**config.mk**
```make
export PLATFORM = sky130hd
export DESIGN_NAME = iic_txn_arbiter
export DESIGN_NICKNAME = d
export VERILOG_FILES = /design/src/rtl/iic_txn_arbiter.sv
export SDC_FILE = /design/constraint.sdc
export NUM_CORES = 1
export LEC_CHECK = 0
export ABC_AREA = 1
export CAP_MARGIN = 20
export CORE_MARGIN = 2
export CORE_UTILIZATION = 47
export DETAILED_ROUTE_END_ITERATION = 10
export HOLD_SLACK_MARGIN = 0.05
export PLACE_DENSITY = 0.86
export SYNTH_ARGS = -nofsm -noshare
export SYNTH_HDL_FRONTEND = slang
export SYNTH_SLANG_ARGS = --single-unit
```
**constraint.sdc**
```tcl
create_clock -name ACLK -period 3.5 [get_ports ACLK]
set_clock_uncertainty 0.05 [all_clocks]
set_input_delay 1.05 -clock ACLK [delete_from_list [all_inputs] [get_ports ACLK]]
set_output_delay 1.05 -clock ACLK [all_outputs]
set_load 0.03 [all_outputs]
```
**src/rtl/iic_txn_arbiter.sv**
```systemverilog
`default_nettype none
// ============================================================================
// Module   : iic_txn_arbiter
// Brief    : Round-robin arbiter/sequencer sharing one AXI-to-IIC transaction
//            engine among NUM_REQ requesters, with a hung-transaction watchdog.
// Revision : 1.0 - initial release
// ============================================================================
module iic_txn_arbiter #(
    parameter int NUM_REQ        = 4,
    parameter int CMD_W          = 32,
    parameter int INIT_PULSE     = 2,
    parameter int TIMEOUT_CYCLES = 4096
) (
    input  logic                     ACLK,
    input  logic                     ARESETN,
    input  logic [NUM_REQ-1:0]       req,
    input  logic [NUM_REQ*CMD_W-1:0] req_cmd,
    output logic [NUM_REQ-1:0]       grant,
    output logic [NUM_REQ-1:0]       done,
    output logic [NUM_REQ-1:0]       err,
    output logic                     timeout,
    output logic                     busy,
    output logic [CMD_W-1:0]         eng_cmd,
    output logic                     eng_init,
    input  logic                     eng_done,
    input  logic                     eng_error,
    output logic [15:0]              txn_count
);

    localparam int c_ptr_w   = (NUM_REQ > 1) ? $clog2(NUM_REQ) : 1;
    localparam int c_cnt_max = (INIT_PULSE > TIMEOUT_CYCLES) ? INIT_PULSE : TIMEOUT_CYCLES;
    localparam int c_cnt_w   = $clog2(c_cnt_max + 1);

    localparam logic [c_cnt_w-1:0] c_init_last = c_cnt_w'(INIT_PULSE - 1);
    localparam logic [c_cnt_w-1:0] c_to_last   = c_cnt_w'(TIMEOUT_CYCLES - 1);
    localparam logic [c_cnt_w-1:0] c_cnt_one   = c_cnt_w'(1);
    localparam logic [c_ptr_w-1:0] c_last_req  = c_ptr_w'(NUM_REQ - 1);
    localparam logic [c_ptr_w-1:0] c_ptr_one   = c_ptr_w'(1);

    typedef enum logic [1:0] {
        S_IDLE   = 2'd0,
        S_LAUNCH = 2'd1,
        S_WAIT   = 2'd2,
        S_RESP   = 2'd3
    } state_t;

    state_t               r_state, w_state_nxt;
    logic [c_cnt_w-1:0]   r_cnt, w_cnt_nxt;
    logic [c_ptr_w-1:0]   r_ptr, w_ptr_nxt;
    logic [c_ptr_w-1:0]   r_owner, w_owner_nxt;
    logic [NUM_REQ-1:0]   r_grant, w_grant_nxt;
    logic [NUM_REQ-1:0]   r_done, w_done_nxt;
    logic [NUM_REQ-1:0]   r_err, w_err_nxt;
    logic                 r_timeout, w_timeout_nxt;
    logic [CMD_W-1:0]     r_eng_cmd, w_eng_cmd_nxt;
    logic [15:0]          r_txn_count, w_txn_count_nxt;
    logic                 r_done_prev;

    logic                 w_sel_valid;
    logic [c_ptr_w-1:0]   w_sel_idx;
    logic [NUM_REQ-1:0]   w_sel_onehot;
    logic [CMD_W-1:0]     w_sel_cmd;
    logic                 w_done_rise;

    // Descending scan so the last hit is the nearest set bit at/after r_ptr.
    always_comb begin
        w_sel_valid  = 1'b0;
        w_sel_idx    = '0;
        w_sel_onehot = '0;
        for (int i = NUM_REQ - 1; i >= 0; i--) begin
            if (req[(int'(r_ptr) + i) % NUM_REQ]) begin
                w_sel_valid = 1'b1;
                w_sel_idx   = c_ptr_w'((int'(r_ptr) + i) % NUM_REQ);
            end
        end
        w_sel_onehot[w_sel_idx] = 1'b1;
        w_sel_cmd = req_cmd[int'(w_sel_idx)*CMD_W +: CMD_W];
    end

    assign w_done_rise = eng_done & ~r_done_prev;

    always_comb begin
        w_state_nxt     = r_state;
        w_cnt_nxt       = r_cnt;
        w_ptr_nxt       = r_ptr;
        w_owner_nxt     = r_owner;
        w_grant_nxt     = r_grant;
        w_eng_cmd_nxt   = r_eng_cmd;
        w_txn_count_nxt = r_txn_count;
        w_done_nxt      = '0;
        w_err_nxt       = '0;
        w_timeout_nxt   = 1'b0;
        case (r_state)
            S_IDLE: begin
                if (w_sel_valid) begin
                    w_owner_nxt   = w_sel_idx;
                    w_grant_nxt   = w_sel_onehot;
                    w_eng_cmd_nxt = w_sel_cmd;
                    w_cnt_nxt     = '0;
                    w_state_nxt   = S_LAUNCH;
                end
            end
            S_LAUNCH: begin
                if (r_cnt == c_init_last) begin
                    w_cnt_nxt   = '0;
                    w_state_nxt = S_WAIT;
                end else begin
                    w_cnt_nxt = r_cnt + c_cnt_one;
                end
            end
            S_WAIT: begin
                w_cnt_nxt = r_cnt + c_cnt_one;
                // A real completion in the last watchdog cycle takes precedence.
                if (w_done_rise) begin
                    w_done_nxt      = r_grant;
                    w_err_nxt       = eng_error ? r_grant : '0;
                    w_txn_count_nxt = r_txn_count + 16'd1;
                    w_state_nxt     = S_RESP;
                end else if ((TIMEOUT_CYCLES != 0) && (r_cnt == c_to_last)) begin
                    w_done_nxt      = r_grant;
                    w_err_nxt       = r_grant;
                    w_timeout_nxt   = 1'b1;
                    w_txn_count_nxt = r_txn_count + 16'd1;
                    w_state_nxt     = S_RESP;
                end
            end
            S_RESP: begin
                w_grant_nxt = '0;
                w_ptr_nxt   = (r_owner == c_last_req) ? '0 : r_owner + c_ptr_one;
                w_state_nxt = S_IDLE;
            end
            default: w_state_nxt = S_IDLE;
        endcase
    end

    always_ff @(posedge ACLK) begin
        if (!ARESETN) begin
            r_state     <= S_IDLE;
            r_cnt       <= '0;
            r_ptr       <= '0;
            r_owner     <= '0;
            r_grant     <= '0;
            r_done      <= '0;
            r_err       <= '0;
            r_timeout   <= 1'b0;
            r_eng_cmd   <= '0;
            r_txn_count <= '0;
        end else begin
            r_state     <= w_state_nxt;
            r_cnt       <= w_cnt_nxt;
            r_ptr       <= w_ptr_nxt;
            r_owner     <= w_owner_nxt;
            r_grant     <= w_grant_nxt;
            r_done      <= w_done_nxt;
            r_err       <= w_err_nxt;
            r_timeout   <= w_timeout_nxt;
            r_eng_cmd   <= w_eng_cmd_nxt;
            r_txn_count <= w_txn_count_nxt;
        end
    end

    // Tracks the engine level through reset too, so a held level never looks like an edge.
    always_ff @(posedge ACLK) begin
        r_done_prev <= eng_done;
    end

    assign grant     = r_grant;
    assign done      = r_done;
    assign err       = r_err;
    assign timeout   = r_timeout;
    assign busy      = (r_state != S_IDLE);
    assign eng_init  = (r_state == S_LAUNCH);
    assign eng_cmd   = r_eng_cmd;
    assign txn_count = r_txn_count;

endmodule
`default_nettype wire

```
==> results of run 1 <==
-- kinds of logic (layout without fill, tap and decap cells) --
logic type,Yosys count,after routing,share of synthesized area [%]
compound gates,88,88,9.59
fa+ha+maj,9,9,2.29
xor+xnor,15,15,2.68
flops,81,81,33.0
buf+inv,91,275,9.89
simple gates,460,460,42.5
-- layer usage --
layer / wire, um / vias up
met5: 0 / -
met4: 496 / 0
met3: 1340 / 39
met2: 7570 / 238
met1: 6190 / 2551
li1: - / 2824
-- path summary, 6_finish.rpt --
kind | start | to | slack, ps | depth (start not counted)
min reg2reg | r_cnt[11] | r_cnt[11] | 440 | 2
max reg2reg | r_cnt[0] | txn_count[2] | 1280 | 12
max | r_state[0] | busy | 480 | 4
min | r_cnt[11] | r_cnt[11] | 440 | 2
-- power breakdown --
| group | internal (mW) | switching, mW | total (mW) |
|---|---|---|---|
| combinational | 1.08 | 1.82 | 2.90 |
| sequential | 1.16 | 0.151 | 1.31 |
| clock | 0.445 | 0.357 | 0.802 |
| total | 2.69 | 2.33 | 5.02 |
-- area by class of cell --
type / count / share of cell area, %
Sequential cell: 81 / 22.8
Clock inverter: 5 / 1.20
Tap cell: 136 / 2.39
Inverter: 51 / 2.76
Clock buffer: 11 / 2.13
Timing Repair Buffer: 208 / 29.4
Multi-Input combinational cell: 572 / 39.3
-- worst min-delay path, cell delays in order, from the launching register on --
cell     delay [ps]
dfxtp_1         330
nand2_1          60
a21oi_1          50
-- flip-flops by register name, summed over array words and instances, names as in the netlist --
signal / cells
eng_cmd: 32
txn_count: 16
r_cnt: 13
done: 4
err: 4
grant: 4
r_owner: 2
r_ptr: 2
r_state: 2
r_done_prev: 1
timeout: 1
-- cell usage in the layout (no fill, tap or decap), types with 2 or more instances in the layout --
cell             instances
bufinv_16                2
ha_1                     9
o21ai_0                 44
a21oi_1                 38
nand3_2                  2
nor2_4                   3
buf_4                    7
nor2_1                  85
inv_1                   44
inv_6                    2
inv_2                    5
a21oi_4                  2
nand3b_1                 2
xor2_1                   8
nor4_1                   7
dfxtp_1                 81
nand4_1                  4
nand2_2                  9
nand3_1                162
buf_12                   3
clkdlybuf4s50_1        198
o21ai_1                  2
nand2_1                162
xnor2_1                  7
nor3_1                  17
nor2_2                   3
clkbuf_8                11
==> metrics.csv, run 1 <==
metric,value,unit
antenna_found_initial,0,
synth_area_per_cell,6.60,um2
antenna_left,0,
setup_ws,482,ps
grt_usage,27.8,%
grt_pass1_vias,5202,
post_cts_buffers,0,
die_y,106,um
startpoint_type,flip-flop,
drt_iter0_drc,312,
setup_viol,0,
overflow,0,
nets,1068,
relSlewSlack,49.9,%
start_util,48.0,%
cts_sinks,81,
fillerInstances,872,
syn-num-nets,889,
viasPerCell,5.31,
grt_setup_unrepaired,false,
critPathMaxStageDelay,700,ps
hold_viol_final,0,
yosys.area.top_type_share,33.0,%
use_met2,45.8,%
hold_class,reg2reg,
ys_top_cells_by_count,"nand2_1, nand3_1, nor2_1, dfxtp_1",
clock.fmax,0.331,GHz
first_pass_iters,7,
irDropWorstVdd,0.403,mV
wirelength,15600,um
netlist_instances,744,
synth_flop_cell,dfxtp_1,
cts_made_buffers,9,
path_common_cell,inv_1,
p_leak,2.81,nW
worst-path-buf-inv,3,
die_area,11300,um2
grt_util_met3,8.34,%
antennaDiodeCount,0,
drive_gt1_share,5.82,%
final_core_util,69.6,%
synth_area_leader_cell,dfxtp_1,
ys_seq_elements,81,
synth_cell_type_count,34,
drv_cap,0,
multi_input_area,2800,um2
synth.yosys.seq_area_share,33.0,%
synth_area_leaders,"dfxtp_1, nand3_1, nand2_1",
clock_latency,360,ps
slew_viol_final,0,
die_w,106,um
critPathMaxFanout,4,
required,2400,ps
stdcell_count,1064,
fin_total_pwr,5.02,mW
tritoncts,built,
netlist_area,4910,um2
critical-path-slowest-cell,clkdlybuf4s50_1,
worst_pin_slew,750,ps
core,10200,um2
cts_buffer_depth,2,
end_kind,output port,
dpl.cell_count,1048,
cts_resized,0,
clk_pin_slew,80,ps
io_pins,199,
period_share,86.2,%
synth_edf_count,0,
p_per_area,705,nW/um2
arrival,1920,ps
holdWs,442,ps
worstSetupPathType,reg2out,
grt_max_degree,69,
gp_congestion,0.911,
finalSetupTns,0,ps
cts_root_buf,clkbuf_8,
placed_cell_area,6880,um2
use_met1,33.5,%
drc_errors,0,
status,finished clean,
pre_cts_ws,353,ps
htree_levels,3,
ys.warnings.count,0,
port_buffers,198,
worstPathCellList,inv_1 -> ha_1 -> inv_1 -> clkdlybuf4s50_1,
wl_per_cell,14.7,um
crit_family,buffers and inverters,
row_count,37,
top_usage_layer,met2,
num_vias,5652,
final_cell_area,7120,um2
min_period,3020,ps
synthArstFlopShare,0,%
holdBufCountCts,0,
grt_pass1_wl,25200,um
syn2layout_area_growth,45.1,%
hpwlAfterDp,11800,um
final-seq-area,1620,um2
Note: power is estimated with default switching activity, not from simulation.
==> run 2, diff against run 1 <==
==> constraint.sdc (replaced) <==
create_clock -name ACLK -period 3.55 [get_ports ACLK]
set_clock_uncertainty 0.05 [all_clocks]
set_input_delay 1.065 -clock ACLK [delete_from_list [all_inputs] [get_ports ACLK]]
set_output_delay 1.065 -clock ACLK [all_outputs]
set_load 0.03 [all_outputs]
==> run 2 against run 1 <==
Compared with the run above:
- die area is the same
- global-route usage grew 0.53 points
- non-clock buffer count is the same
- critical path type unchanged
- largest cell class unchanged
- count of clock-buffer cells in the layout is the same
- critical endpoint unchanged
- total power shrank 1.5%
- first-iteration DRC count grew 17%
==> metrics.csv, run 2 (synthesis results as in run 1) <==
metric,value,unit,change
cts_made_buffers,9,,unchanged
io_pins,199,,unchanged
arrival,1910,ps,was 1920 ps
largest_register_ffs,32,,unchanged
end_kind,output port,,unchanged
die_area,11300,um2,unchanged
dr_wl_met3,1290,um,was 1340 um
cts_resized,0,,unchanged
tritoncts,built,,unchanged
nets,1068,,unchanged
drv_cap,0,,unchanged
overflow,0,,unchanged
setup_ws,527,ps,was 482 ps
p_per_area,696,nW/um2,was 705 nW/um2
antennaDiodeCount,0,,unchanged
swShare,46.6,%,was 46.4%
wirelength,15800,um,was 15600 um
worst_pin_slew,756,ps,was 750 ps
drive_gt1_share,5.82,%,unchanged
first_pass_iters,6,,was 7
wl_met1,6290,um,was 6190 um
min_period,3020,ps,
die_y,106,um,unchanged
drc_errors,0,,unchanged
clk_pin_slew,80,ps,about the same
startpoint_type,flip-flop,,unchanged
holdBufCountCts,0,,unchanged
grt_setup_unrepaired,false,,unchanged
final_core_util,69.5,%,was 69.6%
power_frac_clock,16.2,%,was 16.0%
top_layer,met4,,unchanged
pwr-share-comb,57.6,%,was 57.8%
pre_cts_ws,395,ps,was 353 ps
antenna_left,0,,unchanged
power_switching,2.31,mW,was 2.33 mW
hpwlAfterDp,11900,um,was 11800 um
slew_viol_final,0,,unchanged
required,2430,ps,was 2400 ps
finalSetupTns,0,ps,unchanged
hold_class,reg2reg,,unchanged
stdcell_count,1064,,unchanged
clock.fmax,0.331,GHz,
wl_per_cell,14.8,um,was 14.7 um
setup_viol,0,,unchanged
core,10200,um2,unchanged
r2r_cells,12,,unchanged
final-seq-area,1620,um2,unchanged
critPathMaxFanout,4,,unchanged
row_count,37,,unchanged
grt_pass1_wl,25700,um,was 25200 um
syn2layout_area_growth,44.8,%,was 45.1%
clock_latency,360,ps,about the same
worstSetupPathType,reg2out,,unchanged
htree_levels,3,,unchanged
met2_length,7720,um,was 7570 um
viasPerCell,5.33,,was 5.31
cts_sinks,81,,unchanged
irDropWorstVdd,0.405,mV,was 0.403 mV
hold_viol_final,0,,unchanged
cts_buffer_depth,2,,unchanged
relSlewSlack,49.5,%,was 49.9%
die_w,106,um,unchanged
drt_iter0_drc,365,,was 312
multi_input_area,2800,um2,unchanged
num_vias,5669,,was 5652
status,finished clean,,unchanged
start_util,48.0,%,unchanged
holdPathStages,2,,unchanged
antenna_found_initial,0,,unchanged
period_share,85.2,%,
final_cell_mix,"clkdlybuf4s50_1, nand2_1, nand3_1",,unchanged
seq_power_share,26.3,%,was 26.2%
intPower,2.64,mW,was 2.69 mW
grt_usage,28.4,%,was 27.8%
p_leak,2.80,nW,was 2.81 nW
grt_pass1_vias,5304,,was 5202
cts_root_buf,clkbuf_8,,unchanged
port_buffers,198,,unchanged
post_cts_buffers,0,,unchanged
fillerInstances,912,,was 872
grt_max_degree,69,,unchanged
layout_commonest_cell,clkdlybuf4s50_1,,unchanged
gp_congestion,0.910,,was 0.911
dpl.cell_count,1048,,unchanged
-- run 2: cell types whose count changed in the layout (fill, tap and decap cells not counted) --
cell / previous run / this run
clkinvlp_4: 1 / 0
clkinv_4: 1 / 2
buf_4: 7 / 8
buf_12: 3 / 2
-- run 2: path summary, 6_finish.rpt --
kind,slack [ps],endpoint,from
setup reg to reg,1340,eng_cmd[19],r_ptr[0]
hold / removal,440,r_cnt[11],r_cnt[11]
setup / recovery,530,busy,r_state[0]
hold reg to reg,440,r_cnt[11],r_cnt[11]
-- run 2: through the flow --
stage	hold WS [ps]	instance area [um2]	total power, mW
after detailed placement	428	6870	4.15
after global placement	427	6870	4.12
after floorplan	407	4910	3.26
after CTS	444	7110	4.95
after global routing	473	7110	5.31
final	444	7110	4.94
-- run 2: power groups by stage --
stage	sequential (mW)	combinational, mW	clock, mW
CTS	1.30	2.85	0.808
global placement	1.31	2.81	0
global route	1.33	3.14	0.843
floorplan	1.68	1.58	0
detailed placement	1.31	2.84	0
finish	1.30	2.85	0.799
-- run 2: worst max-delay path, cell delays in order (launching register included) --
cell	delay (ps)
dfxtp_1	380
inv_1	100
ha_1	220
inv_1	150
clkdlybuf4s50_1	700
-- run 2: layer usage --
layer / GRT usage [%] / vias to the layer above
li1: - / 2825
met1: 34.1 / 2574
met2: 48.0 / 236
met3: 7.79 / 34
met4: 11.0 / 0
met5: 0 / -
-- run 2: layout make-up --
type                    instances  area share [%]
multi-input cells             572            39.4
flip-flops and latches         81            22.8
well taps                     136            2.39
inverters                      51            2.76
clock buffers                  11            2.13
clock inverters                 5            1.21
repair buffers                208            29.3
